--- config.mk ---
export PLATFORM = sky130hd
export DESIGN_NAME = mismatch_monitor
export DESIGN_NICKNAME = d
export VERILOG_FILES = /design/src/rtl/mon_pkg.sv /design/src/rtl/sat_counter.sv /design/src/rtl/mismatch_monitor.sv
export SDC_FILE = /design/constraint.sdc
export NUM_CORES = 1
export LEC_CHECK = 0
export ABC_CLOCK_PERIOD_IN_PS = 5400
export CORE_UTILIZATION = 33
export DETAILED_ROUTE_END_ITERATION = 7
export GPL_TIMING_DRIVEN = 1
export PLACE_DENSITY_LB_ADDON = 0.3
export SLEW_MARGIN = 10
export SYNTH_ARGS = -nofsm -noshare
export SYNTH_HDL_FRONTEND = slang
export SYNTH_SLANG_ARGS = --single-unit
--- constraint.sdc ---
create_clock -name clk -period 5.4 [get_ports clk]
set_input_delay 1.08 -clock clk [delete_from_list [all_inputs] [get_ports clk]]
set_output_delay 1.08 -clock clk [all_outputs]
set_load 0.01 [all_outputs]
--- src/rtl/mon_pkg.sv ---
// Shared state type, counter type and field-slicing helper for mismatch_monitor.
package mon_pkg;

    typedef enum logic [1:0] {IDLE, RUN, DONE} mon_state_t;

    localparam int unsigned DEF_CNT_W = 16;

    typedef logic [DEF_CNT_W-1:0] cnt_t;

    // LSB position of field idx in a vector of w-bit fields.
    function automatic int unsigned field_lsb(int unsigned idx, int unsigned w);
        return idx * w;
    endfunction

endpackage

--- src/rtl/sat_counter.sv ---
// Up-counter with synchronous clear that sticks at all-ones instead of wrapping.
module sat_counter #(
    parameter int unsigned W = 16
) (
    input  logic         clk,
    input  logic         areset_n,
    input  logic         clr,
    input  logic         inc,
    output logic [W-1:0] q
);

    always_ff @(posedge clk or negedge areset_n) begin
        if (!areset_n) begin
            q <= '0;
        end else if (clr) begin
            q <= '0;
        end else if (inc && (q != '1)) begin
            q <= q + W'(1);
        end
    end

endmodule

--- src/rtl/mismatch_monitor.sv ---
// On-chip scoreboard comparing reference and DUT output vectors sample by sample.
// Define MISMATCH_CAPTURE_EN to keep the raw ref/dut vectors of the first failing sample.
module mismatch_monitor
    import mon_pkg::*;
#(
    parameter int unsigned NUM_SIG = 4,
    parameter int unsigned SIG_W   = 1,
    parameter int unsigned CNT_W   = $bits(cnt_t),
    parameter int unsigned TS_W    = 32
) (
    input  logic                     clk,
    input  logic                     areset_n,
    input  logic                     start,
    input  logic                     sample_en,
    input  logic                     end_of_test,
    input  logic [NUM_SIG*SIG_W-1:0] ref_vec,
    input  logic [NUM_SIG*SIG_W-1:0] dut_vec,
    input  logic [NUM_SIG*SIG_W-1:0] care_vec,
    output logic [CNT_W-1:0]         samples,
    output logic [CNT_W-1:0]         errors,
    output logic [NUM_SIG*CNT_W-1:0] err_sig_cnt,
    output logic [TS_W-1:0]          first_err_time,
    output logic [NUM_SIG*TS_W-1:0]  first_sig_time,
    output logic [NUM_SIG*SIG_W-1:0] first_ref,
    output logic [NUM_SIG*SIG_W-1:0] first_dut,
    output logic                     busy,
    output logic                     done,
    output logic                     pass
);

    localparam int unsigned VEC_W = NUM_SIG * SIG_W;

    mon_state_t         state_q, state_d;
    logic [TS_W-1:0]    ts_q, ts_d;
    logic [TS_W-1:0]    err_time_q;
    logic               pass_q, pass_d;
    logic               clr_stats;
    logic               upd;
    logic [VEC_W-1:0]   diff;
    logic [NUM_SIG-1:0] sig_mis;
    logic               samp_mis;
    logic               first_samp_mis;

    assign diff = (ref_vec ^ dut_vec) & care_vec;

    for (genvar i = 0; i < NUM_SIG; i++) begin : g_mis
        assign sig_mis[i] = |diff[field_lsb(i, SIG_W) +: SIG_W];
    end

    assign samp_mis       = |sig_mis;
    // Error count still zero: this mismatch is the first of the current test.
    assign first_samp_mis = upd && samp_mis && (errors == '0);

    always_comb begin
        state_d   = state_q;
        ts_d      = ts_q;
        pass_d    = pass_q;
        clr_stats = 1'b0;
        upd       = 1'b0;
        unique case (state_q)
            IDLE, DONE: begin
                if (start) begin
                    state_d   = RUN;
                    ts_d      = '0;
                    pass_d    = 1'b0;
                    clr_stats = 1'b1;
                end
            end
            RUN: begin
                upd = sample_en;
                if (ts_q != '1) begin
                    ts_d = ts_q + TS_W'(1);
                end
                if (end_of_test) begin
                    state_d = DONE;
                    // Include a sample taken on the closing edge in the verdict.
                    pass_d  = (errors == '0) && !(sample_en && samp_mis);
                end
            end
            default: state_d = IDLE;
        endcase
    end

    always_ff @(posedge clk or negedge areset_n) begin
        if (!areset_n) begin
            state_q    <= IDLE;
            ts_q       <= '0;
            pass_q     <= 1'b0;
            err_time_q <= '0;
        end else begin
            state_q <= state_d;
            ts_q    <= ts_d;
            pass_q  <= pass_d;
            if (clr_stats) begin
                err_time_q <= '0;
            end else if (first_samp_mis) begin
                err_time_q <= ts_q;
            end
        end
    end

    sat_counter #(.W(CNT_W)) u_samples (
        .clk      (clk),
        .areset_n (areset_n),
        .clr      (clr_stats),
        .inc      (upd),
        .q        (samples)
    );

    sat_counter #(.W(CNT_W)) u_errors (
        .clk      (clk),
        .areset_n (areset_n),
        .clr      (clr_stats),
        .inc      (upd && samp_mis),
        .q        (errors)
    );

    for (genvar i = 0; i < NUM_SIG; i++) begin : g_sig
        logic [CNT_W-1:0] cnt;
        logic [TS_W-1:0]  sig_time_q;

        sat_counter #(.W(CNT_W)) u_cnt (
            .clk      (clk),
            .areset_n (areset_n),
            .clr      (clr_stats),
            .inc      (upd && sig_mis[i]),
            .q        (cnt)
        );

        always_ff @(posedge clk or negedge areset_n) begin
            if (!areset_n) begin
                sig_time_q <= '0;
            end else if (clr_stats) begin
                sig_time_q <= '0;
            end else if (upd && sig_mis[i] && (cnt == '0)) begin
                sig_time_q <= ts_q;
            end
        end

        assign err_sig_cnt[field_lsb(i, CNT_W) +: CNT_W]  = cnt;
        assign first_sig_time[field_lsb(i, TS_W) +: TS_W] = sig_time_q;
    end

`ifdef MISMATCH_CAPTURE_EN
    logic [VEC_W-1:0] first_ref_q, first_dut_q;

    always_ff @(posedge clk or negedge areset_n) begin
        if (!areset_n) begin
            first_ref_q <= '0;
            first_dut_q <= '0;
        end else if (clr_stats) begin
            first_ref_q <= '0;
            first_dut_q <= '0;
        end else if (first_samp_mis) begin
            first_ref_q <= ref_vec;
            first_dut_q <= dut_vec;
        end
    end

    assign first_ref = first_ref_q;
    assign first_dut = first_dut_q;
`else
    assign first_ref = '0;
    assign first_dut = '0;
`endif

    assign first_err_time = err_time_q;
    assign busy           = (state_q == RUN);
    assign done           = (state_q == DONE);
    assign pass           = pass_q;

endmodule
* After elaboration in Yosys (flattened, before gate mapping)
Index checks and enable logic that the tools add are counted.
** Cells by class
- Add/sub/neg operators :: 7
- Eq/ne operators :: 12
- Mux-type cells :: 34
- Bitwise operators :: 2
- Reductions and logical operators :: 42
** Operator list (number)
- 32-bit two-way mux :: 12
- 16-bit two-way mux :: 12
- 16-bit by 1-bit adder with 16-bit output (second input constant) :: 6
- 16-bit != test (second input constant) :: 6
- 16-bit logical NOT :: 5
- 32-bit case mux with 2 select lines :: 1
- 32-bit by 1-bit adder with 32-bit output (second input constant) :: 1
- 32-bit != test (second input constant) :: 1
- 2-bit nonzero test :: 12
- 1-bit logical AND :: 18
- 3-bit AND reduction :: 2
- 1-bit two-way mux :: 5
- 4-bit AND :: 1
- 2-bit two-way mux :: 2
- 2-bit != test (second input constant) :: 2
- 2-bit case mux with 2 select lines :: 1
- 4-bit OR reduction :: 1
- 4-bit bitwise XOR :: 1
- 2-bit by 1-bit equality test with 1-bit output (second input constant) :: 1
- 2-bit equality test (second input constant) :: 1
- 2-bit logical NOT :: 1
- 2-bit by 1-bit != test with 1-bit output (second input constant) :: 1
- 1-bit case mux with 2 select lines :: 1
- 2-bit AND reduction :: 1
- other kinds (2) :: 2
** Word-level totals
- Register bits :: 291
- Input bits :: 17
- Output and inout bits :: 267
- Word-level logic and storage cells :: 111

* Depth between registers and ports, before layout
- Depth after elaboration :: 8
- Mapped depth :: 9
- Gate-level depth less buffers :: 7

* Hierarchy
A second synthesis with hierarchy kept.
** Unflattened totals
- Cell total of the unflattened synthesis :: 1432
- Area total of the unflattened synthesis :: 14689.1 sq um
** By module, submodules not included
- mismatch_monitor :: instances 1, cells an instance 844, area each 9036.2 sq um, sequential area each 4879.7 sq um
- sat_counter :: instances 6, cells an instance 98, area each 942.2 sq um, sequential area each 400.4 sq um

* Worst setup path after synthesis
No wires, ideal clock.
- Path type :: input-to-reg
- Start point :: in dut_vec[3]
- End point :: reg g_sig[3].u_cnt.q[9]
- Setup time :: 0.066 ns
- Arrival :: 2.560 ns
- Required time :: 5.334 ns
- Path slack :: 2.774 ns
- Cell stages on the path :: 6
- Buffers on the path :: 1
- Cell sequence :: xor2_1 -> nand3_4 -> or4_1 -> clkbuf_1 -> or4_1 -> nand2_1
** Between the ends
- Word-level cells in the longest chain between the ends :: 5
** Ends and longest elaborated chain
- start, declared :: line mismatch_monitor.sv:17 : input logic [NUM_SIG*SIG_W-1:0] dut_vec,
- 4-bit bitwise XOR :: line mismatch_monitor.sv:44 : assign diff = (ref_vec ^ dut_vec) & care_vec;
- 4-bit AND :: line mismatch_monitor.sv:44
- 1-bit logical AND :: line mismatch_monitor.sv:126 : .inc (upd && sig_mis[i]),
- 1-bit logical AND :: line sat_counter.sv:17 : end else if (inc && (q != '1)) begin
- 2-bit nonzero test (no line)
- end signal, assigned :: line sat_counter.sv:18 : q <= q + W'(1);
- end, declared :: line sat_counter.sv:9 : output logic [W-1:0] q
No other way between the ends.
A chain may end at the register's enable or synchronous reset.

* Worst setup path after layout
- Start point :: reg state_q[0]
- End point :: out busy
** Between the ends
- Word-level cells in the longest chain between the ends :: 1
** Ends and longest elaborated chain
- start, declared :: line mismatch_monitor.sv:33 : mon_state_t state_q, state_d;
- start signal, assigned :: line mismatch_monitor.sv:91 : state_q <= state_d;
- 2-bit by 1-bit equality test with 1-bit output :: line mismatch_monitor.sv:168 : assign busy = (state_q == RUN);
- end, declared :: line mismatch_monitor.sv:26 : output logic busy,
No other way between the ends.

==> summary.txt <==
Outcome
  • Status: finished, final reports clean

Clock tree
  • Num CTS Buffers: 36
  • Hold_buf cts: 0
  • Clock Tree Buf Depth: 3
  • TritonCTS clock tree: built
  • # clock sinks: 291
  • Post-CTS Resized: 0
  • Post-CTS Setup Inserts: 0
  • Clock-pin slew on the worst setup and hold paths: 0.06 ns
  • Root Buffer: clkbuf_16
  • H-Tree Depth: 2
  • Clk_lat worst skew: 0.54 ns

GRT
  • Antenna violations before repair: 2
  • Total global-route track usage: 0.200
  • Largest net degree at the start of global routing: 174
  • First-pass GRT wire length: 68.0 mm
  • Grt ovf: 0
  • Number of global-route vias before repair: 11,600

Timing
  • Maximum clock frequency: 0.288 GHz
  • Minimum clock period: 3.48 ns
  • Relative slew margins: 0.339
  • Final setup vio count: 0
  • Setup TNS: 0 ns
  • Worst-Margin Slew: 0.991 ns
  • Final Cycle Share: 0.644
  • Final Hold Violating Endpoints: 0
  • Slew Limit Fails: 0
  • Skew final: 0.0144 ns
  • Final WS setup: 1.92 ns
  • RSZ-0062 raised after global routing: false

Die
  • FP Rows: 75
  • Starting Density: 0.335
  • Io pins: 284
  • Chip width: 208 um
  • Die span in y: 208 um
  • Die Area: 43,400 um^2
  • Core area: 41,900 um^2

Detailed routing
  • Routed via count: 12,200
  • Vias per cell: 5.30
  • DRC viols: 0
  • Average routed wire per standard cell: 18.9 um
  • Total wire length: 43.5 mm
  • DR iter-0 viols: 873
  • Drt pass-1 iters: 5
  • Post-route ant nets: 0

Yosys
  • Mapped Cells: 1,532
  • Synth cell types: 62
  • Share of flip-flops with an asynchronous set or reset: 1.00
  • Synth Area in Simple Gates: 0.231
  • Yosys reg bits: 291
  • Area share of fa/ha/maj cells after synthesis: 0.0107
  • Register area share after synthesis: 0.519
  • YS warnings: 0
  • Post-synth EDFFs: 0
  • Largest area contributor in the netlist: dfrtp_1
  • Leading post-synthesis cells by cell area: dfrtp_1 (52%), nand2_1 (8.8%), a21oi_1 (5.3%)
  • Top_reg_cell synth: dfrtp_1
  • Avg Inst Size Synth: 9.16 um^2
  • Main combinational cell family by area after synthesis: simple AND/OR/NAND/NOR gates
  • Compound-Gate Fraction of Synth Area: 0.123
  • Mux cell area share after synthesis: 0.0357
  • Synth Area in XOR/XNOR: 0.0343
  • Post-synth top area share: 0.519
  • Netlist Area Pre-Place: 14,000 um^2

Power and ir drop
  • PwrDens: 310 nW/um^2
  • VDD IR max: 0.000198 V
  • Final Total Pwr: 5.69 mW
  • Leakage: 7.39 nW

Placement
  • Hpwl dp: 28.2 mm
  • Dpl ws: 1.60 ns
  • GPL Wtd Cong: 0.802
  • Port Buffers: 275

Finish
  • Commonest cells after routing, fill and taps aside: nand2_1 (330), dfrtp_1 (291), clkdlybuf4s50_1 (274)
  • Share of cells above drive strength 1: 0.0568
  • Most common cell after layout, fill and taps aside: nand2_1
  • Diode count: 0
  • Synth-to-layout area growth: 30.6%
  • Final net count: 1,768

Worst hold path
  • Hold worst-path end: g_sig[1].sig_time_q[15]
  • Worst Hold Class: reg -> reg
  • Hold Path Depth: 2
  • Hold path start: g_sig[1].sig_time_q[15]

Critical path
  • Worst-case reg-to-reg path depth: 6
  • RR Startpoint: ts_q[1]
  • Startpoint types: register
  • Critical path class: reg -> out
  • Required time worst endpoint: 4.32 ns
  • R2R setup slack: 2.36 ns
  • Arrival @ worst endpoint: 2.40 ns
  • R2r endpoint: ts_q[21]
  • Crit end category: output port
  • Worst Path Max Fanout: 16

Flow run
  • MaxCap Viol Count: 0
==> metal layers <==
layer  vias up  wire, um  GRT usage
met5         -         9          0
met4         2      1210     0.0748
met3        66      2510     0.0329
met2       394     20400      0.319
met1      6007     19300      0.271
li1       5733         -          -
==> how the worst max path moves through the flow <==
stage	cells past startpoint	to	slack [ns]	from
detailed placement	6	g_sig[1].u_cnt.q[13]	1.60	sample_en
CTS	4	busy	1.85	state_q[0]
global route	4	busy	1.83	state_q[0]
finish	4	busy	1.92	state_q[0]
floorplan	6	g_sig[3].u_cnt.q[9]	2.77	dut_vec[3]
global placement	6	g_sig[1].u_cnt.q[11]	1.63	sample_en
==> Yosys cell counts (24+ instances only) <==
master / count
mux2i_1: 49
a21oi_1: 149
dfrtp_1: 291
nand4_1: 35
inv_1: 24
nor4_1: 33
nor2_1: 118
nand2_1: 330
nand3_1: 49
nor3_1: 28
clkbuf_1: 94
xnor2_1: 44
==> power breakdown <==
| part | switching [mW] | leakage (nW) | total, mW | internal, mW |
|---|---|---|---|---|
| Sequential | 0.219 | 4.04 | 2.50 | 2.28 |
| Clock | 0.944 | 0.587 | 2.45 | 1.51 |
| Combinational | 0.457 | 2.75 | 0.737 | 0.280 |
| Total | 1.62 | 7.39 | 5.69 | 4.07 |
==> area by class of cell <==
type                            count  area, um^2
Sequential cell                   291        7280
Clock inverter                     11         146
Clock buffer                       50        1050
Multi-Input combinational cell   1096        6190
Timing Repair Buffer              289        2900
Fill cell                        4011       23600
Tap cell                          539         674
Inverter                           25        93.8
==> flip-flops by register name, summed over array words and instances, names as in the netlist <==
signal and cells:
g_sig.u_cnt.q 64, g_sig.sig_time_q 128, u_errors.q 16, pass 1
ts_q 32, first_err_time 32, u_samples.q 16, state_q 2
==> worst max-delay path, cell delays in order (launching register included) <==
cell and delay (ns):
dfrtp_1 0.44, nand2b_1 0.10, buf_4 0.25, clkinv_1 0.41
clkdlybuf4s50_1 0.66
==> metrics by stage <==
step	hold WS [ns]	utilization	instances	area, um^2
2_1_floorplan	0.546	-	1539	14100
3_3_place_gp	0.503	0.409	2240	17100
3_5_place_dp	0.512	0.409	2240	17100
4_1_cts	0.519	0.437	2301	18300
5_1_grt	0.533	0.437	2301	18300
6_report	0.516	0.437	2301	18300
==> kinds of logic after synthesis <==
kind of cell | count (synthesis)
compound gates | 280
xor+xnor | 55
fa+ha+maj | 12
buf+inv | 152
flops | 291
mux | 50
other cells | 1
simple gates | 691
Note: power is estimated with default switching activity, not from simulation.
